[src/rtl/sram_req_ctrl_pkg.sv]
// Shared types and constants for the SRAM request controller.
//   rsp_entry_t : response FIFO payload {rdata, is_write}
//   STAT_W      : width of the saturating statistic counters
//   num_bytes() : byte lanes in a data word
package sram_req_ctrl_pkg;

  localparam int unsigned STAT_W     = 16;
  localparam int unsigned RSP_DATA_W = 32;

  typedef struct packed {
    logic [RSP_DATA_W-1:0] rdata;
    logic                  is_write;
  } rsp_entry_t;

  function automatic int unsigned num_bytes(input int unsigned data_width);
    return data_width / 8;
  endfunction

endpackage

[src/rtl/sram_rsp_fifo.sv]
// Synchronous FIFO of response entries.
//   clk, rst  : clock, async active-high reset (pointers/count only)
//   push_i    : write data_i (ignored when full unless popping)
//   pop_i     : remove head (ignored when empty)
//   count_o   : occupancy
//   head_o    : oldest entry
module sram_rsp_fifo
  import sram_req_ctrl_pkg::*;
#(
  parameter int unsigned DEPTH = 4,
  localparam int unsigned CNT_W = $clog2(DEPTH + 1),
  localparam int unsigned PTR_W = $clog2(DEPTH)
) (
  input  logic             clk,
  input  logic             rst,
  input  logic             push_i,
  input  rsp_entry_t       data_i,
  input  logic             pop_i,
  output logic [CNT_W-1:0] count_o,
  output rsp_entry_t       head_o
);

  logic [PTR_W-1:0] wr_q, wr_d, rd_q, rd_d;
  logic [CNT_W-1:0] cnt_q, cnt_d;
  logic             do_push, do_pop;
  rsp_entry_t       mem_q [DEPTH];

  function automatic logic [PTR_W-1:0] ptr_inc(input logic [PTR_W-1:0] p);
    return (p == PTR_W'(DEPTH - 1)) ? '0 : p + PTR_W'(1);
  endfunction

  // Push and pop in the same cycle is allowed even at full
  always_comb begin
    do_pop  = pop_i & (cnt_q != '0);
    do_push = push_i & ((cnt_q != CNT_W'(DEPTH)) | do_pop);
    wr_d    = do_push ? ptr_inc(wr_q) : wr_q;
    rd_d    = do_pop ? ptr_inc(rd_q) : rd_q;
    cnt_d   = cnt_q;
    case ({do_push, do_pop})
      2'b10:   cnt_d = cnt_q + CNT_W'(1);
      2'b01:   cnt_d = cnt_q - CNT_W'(1);
      default: cnt_d = cnt_q;
    endcase
  end

  always_ff @(posedge clk or posedge rst) begin
    if (rst) begin
      wr_q  <= '0;
      rd_q  <= '0;
      cnt_q <= '0;
    end else begin
      wr_q  <= wr_d;
      rd_q  <= rd_d;
      cnt_q <= cnt_d;
    end
  end

  // Storage needs no reset; the top masks the head while empty
  always_ff @(posedge clk) begin
    if (do_push) mem_q[wr_q] <= data_i;
  end

  assign count_o = cnt_q;
  assign head_o  = mem_q[rd_q];

endmodule

[src/rtl/sram_req_ctrl.sv]
// Request/response front-end for a single-port synchronous SRAM.
// Requests (valid/ready) drive the SRAM pins combinationally; the SRAM's
// one-cycle-late read data lands in a credit-protected response FIFO.
//   clk, rst           : clock, async active-high reset
//   req_*              : request channel (req_we all-zero = read)
//   rsp_*              : response channel, in request order
//   sram_*             : SRAM macro pins
//   stat_rd/wr_cnt     : saturating accepted-request counters
// Build option SRAM_REQ_CTRL_WRITE_RSP_EN: writes also take a credit and
// return a {rdata=0, is_write=1} response.
module sram_req_ctrl
  import sram_req_ctrl_pkg::*;
#(
  parameter int unsigned DATA_WIDTH = RSP_DATA_W,
  parameter int unsigned ADDR_WIDTH = 10,
  parameter int unsigned RSP_DEPTH  = 4,
  localparam int unsigned NB = num_bytes(DATA_WIDTH)
) (
  input  logic                  clk,
  input  logic                  rst,
  input  logic                  req_valid,
  output logic                  req_ready,
  input  logic [NB-1:0]         req_we,
  input  logic [ADDR_WIDTH-1:0] req_addr,
  input  logic [DATA_WIDTH-1:0] req_wdata,
  output logic                  rsp_valid,
  input  logic                  rsp_ready,
  output logic [DATA_WIDTH-1:0] rsp_rdata,
  output logic                  rsp_is_write,
  output logic                  sram_en,
  output logic [NB-1:0]         sram_we,
  output logic [ADDR_WIDTH-1:0] sram_addr,
  output logic [DATA_WIDTH-1:0] sram_din,
  input  logic [DATA_WIDTH-1:0] sram_dout,
  output logic [STAT_W-1:0]     stat_rd_cnt,
  output logic [STAT_W-1:0]     stat_wr_cnt
);

  localparam int unsigned CNT_W = $clog2(RSP_DEPTH + 1);
`ifdef SRAM_REQ_CTRL_WRITE_RSP_EN
  localparam bit WR_RSP = 1'b1;
`else
  localparam bit WR_RSP = 1'b0;
`endif

  logic              is_rd, needs_credit, credit_ok, fire, pop;
  logic [CNT_W-1:0]  fifo_count;
  logic              pend_q, pend_d, pend_wr_q, pend_wr_d;
  logic [STAT_W-1:0] rd_cnt_q, rd_cnt_d, wr_cnt_q, wr_cnt_d;
  rsp_entry_t        push_entry, head;

  // Credit check uses registered state only (FIFO count + access in flight)
  always_comb begin
    is_rd        = (req_we == '0);
    needs_credit = is_rd | WR_RSP;
    credit_ok    = ((CNT_W+1)'(fifo_count) + (CNT_W+1)'(pend_q)) < (CNT_W+1)'(RSP_DEPTH);
    req_ready    = !rst && (credit_ok || !needs_credit);
    fire         = req_valid & req_ready;
  end

  assign sram_en   = fire;
  assign sram_we   = req_we & {NB{fire}};
  assign sram_addr = req_addr;
  assign sram_din  = req_wdata;

  // Track the access whose response is captured next cycle; stats saturate
  always_comb begin
    pend_d    = fire & needs_credit;
    pend_wr_d = fire & ~is_rd;
    rd_cnt_d  = rd_cnt_q;
    wr_cnt_d  = wr_cnt_q;
    if (fire && is_rd && rd_cnt_q != '1) rd_cnt_d = rd_cnt_q + STAT_W'(1);
    if (fire && !is_rd && wr_cnt_q != '1) wr_cnt_d = wr_cnt_q + STAT_W'(1);
  end

  always_ff @(posedge clk or posedge rst) begin
    if (rst) begin
      pend_q    <= 1'b0;
      pend_wr_q <= 1'b0;
      rd_cnt_q  <= '0;
      wr_cnt_q  <= '0;
    end else begin
      pend_q    <= pend_d;
      pend_wr_q <= pend_wr_d;
      rd_cnt_q  <= rd_cnt_d;
      wr_cnt_q  <= wr_cnt_d;
    end
  end

  // SRAM read-during-write output is discarded for write responses
  always_comb begin
    push_entry.rdata    = pend_wr_q ? '0 : sram_dout;
    push_entry.is_write = pend_wr_q;
  end

  assign pop = rsp_valid & rsp_ready;

  sram_rsp_fifo #(.DEPTH(RSP_DEPTH)) u_fifo (
    .clk     (clk),
    .rst     (rst),
    .push_i  (pend_q),
    .data_i  (push_entry),
    .pop_i   (pop),
    .count_o (fifo_count),
    .head_o  (head)
  );

  // Head is masked while empty so stale storage never shows on rsp_*
  assign rsp_valid    = (fifo_count != '0);
  assign rsp_rdata    = rsp_valid ? head.rdata : '0;
  assign rsp_is_write = rsp_valid & head.is_write & WR_RSP;
  assign stat_rd_cnt  = rd_cnt_q;
  assign stat_wr_cnt  = wr_cnt_q;

endmodule

[config.mk]
export PLATFORM = sky130hd
export DESIGN_NAME = sram_req_ctrl
export DESIGN_NICKNAME = d
export VERILOG_FILES = /design/src/rtl/sram_req_ctrl_pkg.sv /design/src/rtl/sram_rsp_fifo.sv /design/src/rtl/sram_req_ctrl.sv
export SDC_FILE = /design/constraint.sdc
export NUM_CORES = 1
export LEC_CHECK = 0
export ABC_AREA = 0
export BUFFER_PORTS_ARGS = -buffer_cell sky130_fd_sc_hd__buf_2
export CAP_MARGIN = 40
export CORE_ASPECT_RATIO = 0.7
export CORE_MARGIN = 2
export CORE_UTILIZATION = 25
export CTS_CLUSTER_DIAMETER = 60
export CTS_CLUSTER_SIZE = 25
export DETAILED_ROUTE_END_ITERATION = 6
export PLACE_DENSITY = 0.47
export SETUP_SLACK_MARGIN = 0.4
export SLEW_MARGIN = 5
export SYNTH_ARGS = -nofsm -noshare
export SYNTH_HDL_FRONTEND = slang
export SYNTH_HIERARCHICAL = 1
export SYNTH_SLANG_ARGS = --single-unit
export TNS_END_PERCENT = 5
[constraint.sdc]
create_clock -name clk -period 8.2 [get_ports clk]
set_clock_uncertainty 0.15 [all_clocks]
set_input_delay 1.23 -clock clk [delete_from_list [all_inputs] [get_ports clk]]
set_output_delay 1.23 -clock clk [all_outputs]
set_load 0.02 [all_outputs]
==> reports/qor.yml <==
clkLatencyLatePin_ns: 0.42
grt_pass1_wl_mm: 26.08
die_area_um2: 31640
outcome: "complete, no violations"
grt-ovfl-total: 0
die_y_um: 149.4
syn-num-nets: 571
grt.total_usage_pct: 11.21
ant_nets: 0
dp_cells: 926
wl_per_cell_um: 17.66
switching_share_pct: 32.84
cap_violations: 0
port_buffers: 110
num-nets-final: 651
post-route-period-util_pct: 48.27
finish.utilization_pct: 29.69
layout-drive-gt1-share_pct: 33.86
critPathLaunchType: "flop"
drt-total-wl_mm: 16.95
antenna_found_initial: 4
worstMarginPinSlew_ns: 0.8391
worstHoldPathType: "flop to flop"
cts_resized: 0
htree_num_levels: 4
cpPeakStageDelay_ns: 0.74
timing.setup.tns_ns: 0
num_io_pins: 196
ir_worst_vdd_mv: 0.1181
hpwl_mm: 11.19
required_ns: 6.82
critPathSlowestCell: "dfrtp_2"
cp_data_arrival_time_ns: 2.58
cts_inserted_buffers: 17
ff_latch_area_um2: 4873
tritoncts: "yes"
layout.cells.non_filler: 960
avgSynthCellArea_um2: 15.74
hold_viol: 0
rsz0062_at_grt: "no"
grt_max_degree: 35
power.leakage_nw: 3.291
clkTransAtPathRegs_ns: 0.06
std_cell_rows: 53
power_density_nw_per_um2: 282.5
core_um2: 29840
pwr-share-seq_pct: 41.8
post-cts-setup-buffers: 0
via_count: 4222
viasPerCell: 4.398
multiInputGateArea_um2: 2240
power_frac_comb_pct: 29.1
num-fill-cells: 3020
cts_hold_buf: 0
cp-end-kind: "output port"
synthesis.area_um2: 7553
syn_to_final_growth_pct: 17.31
setup.worst_path.class: "flop to output port"
slew_headroom_pct: 43.27
numClockSinks: 169
initial_core_util_pct: 25.31
drt-initial-drc-count: 223
drt_first_pass_iters: 6
gp_congestion: 0.7595
setup_viol_count_final: 0
cts-root-buf: "clkbuf_16"
clock.fmax_mhz: 252.6
layout_min_cycle_time_ns: 3.958
post_synth_inst_count: 480
internal_power_mw: 1.682
switchingPower_uw: 822.1
cts_buffer_depth: 2
drc: 0
clockPowerShare_pct: 29.1
finalMaxSlewViolations: 0
yosys_warnings: 6
die_w_um: 211.8
cp_cell_sequence: "buf_4 -> mux4_2 -> nor2b_1 -> buf_2"
grt_pass1_vias: 4476
cp_max_fo: 18
-- power by group through the flow --
stage	combinational, mW	sequential, mW	clock (mW)
floorplan	0.571	1.03	0
global placement	0.703	1.09	0
detailed placement	0.752	1.07	0
CTS	0.753	1.05	0.755
global route	0.799	1.06	0.789
finish	0.729	1.05	0.728
-- per-layer routing --
layer  routed length [µm]  vias to the layer above  global-route usage (%)
met2                 7841                      135                   17.63
met1                 7525                     2142                   14.11
li1                     -                     1919                       -
met3                 1358                       24                   4.638
met5                   13                        -                       0
met4                  214                        2                   3.415
-- per-stage QoR --
| stage | hold WS, ns | setup WS (ns) | power (mW) | cell area [µm²] |
|---|---|---|---|---|
| 3_3_place_gp | 0.3259 | 4.552 | 1.796 | 8224 |
| 3_5_place_dp | 0.3332 | 4.531 | 1.821 | 8329 |
| 5_1_grt | 0.3675 | 4.012 | 2.648 | 8856 |
| 2_1_floorplan | 0.3743 | 4.885 | 1.601 | 7553 |
| 4_1_cts | 0.3462 | 4.069 | 2.560 | 8856 |
| 6_report | 0.3427 | 4.242 | 2.504 | 8861 |
-- placed cells by master (no fill, tap or decap), types with 2 or more instances in the layout --
| master | count |
|---|---|
| clkbuf_1 | 2 |
| and2_2 | 4 |
| inv_6 | 3 |
| nand3_1 | 9 |
| nand3b_1 | 2 |
| ha_1 | 8 |
| and4_1 | 6 |
| and2_1 | 7 |
| nor3_1 | 4 |
| clkinvlp_4 | 3 |
| a31oi_1 | 2 |
| and3_1 | 8 |
| nor4b_1 | 2 |
| nand4b_1 | 3 |
| nand2_1 | 5 |
| clkbuf_16 | 17 |
| edfxtp_1 | 128 |
| mux2_2 | 3 |
| inv_1 | 14 |
| buf_12 | 5 |
| nor2b_1 | 68 |
| dfrtp_1 | 38 |
| dfrtp_2 | 3 |
| clkinv_4 | 2 |
| xnor2_1 | 25 |
| nand4_1 | 8 |
| diode_2 | 2 |
| clkinv_1 | 4 |
| o211ai_1 | 4 |
| o2111ai_1 | 6 |
| nor4_1 | 3 |
| buf_4 | 3 |
| buf_2 | 111 |
| mux2_4 | 2 |
| mux4_2 | 32 |
| nor2_1 | 5 |
| xor2_1 | 6 |
-- final timing paths --
check / from / endpoint / slack (ns) / depth (start not counted)
min in group asynchronous: rst / u_fifo/count_o[0]$_DFFE_PP0P_ / 0.66 / 2
max in group asynchronous: rst / pend_wr_q$_DFF_PP0_ / 6.57 / 3
hold / removal: stat_rd_cnt[5]$_DFFE_PP0P_ / stat_rd_cnt[5]$_DFFE_PP0P_ / 0.34 / 1
hold reg to reg: stat_rd_cnt[5]$_DFFE_PP0P_ / stat_rd_cnt[5]$_DFFE_PP0P_ / 0.34 / 1
setup reg to reg: u_fifo/count_o[0]$_DFFE_PP0P_ / u_fifo/count_o[2]$_DFFE_PP0P_ / 5.22 / 11
setup / recovery: u_fifo/rd_q[0]$_DFFE_PP0P_ / rsp_rdata[2] / 4.24 / 4
-- cell type report --
cell class | count | share of cell area [%]
sequential | 169 | 55.00
multi-input combinational | 238 | 25.28
timing repair buffer | 119 | 7.653
tap | 385 | 5.436
clock buffer | 19 | 4.886
clock inverter | 13 | 1.059
inverter | 15 | 0.6354
antenna | 2 | 0.05648
-- worst max-delay path: cells and delay by family (launching register included) --
kind / cells / cell delay, ns
flip-flops: 1 / 0.74
buffers and inverters: 2 / 0.67
multiplexers: 1 / 0.58
AND/OR/NAND/NOR: 1 / 0.15
-- registers in the layout (all words and copies together) (netlist names) --
signal and cells:
pend_q 1, pend_wr_q 1, stat_rd_cnt 16, stat_wr_cnt 16, u_fifo/count_o 3, u_fifo/mem_q 128
u_fifo/rd_q 2, u_fifo/wr_q 2
Power figures use the tool's default switching activity.
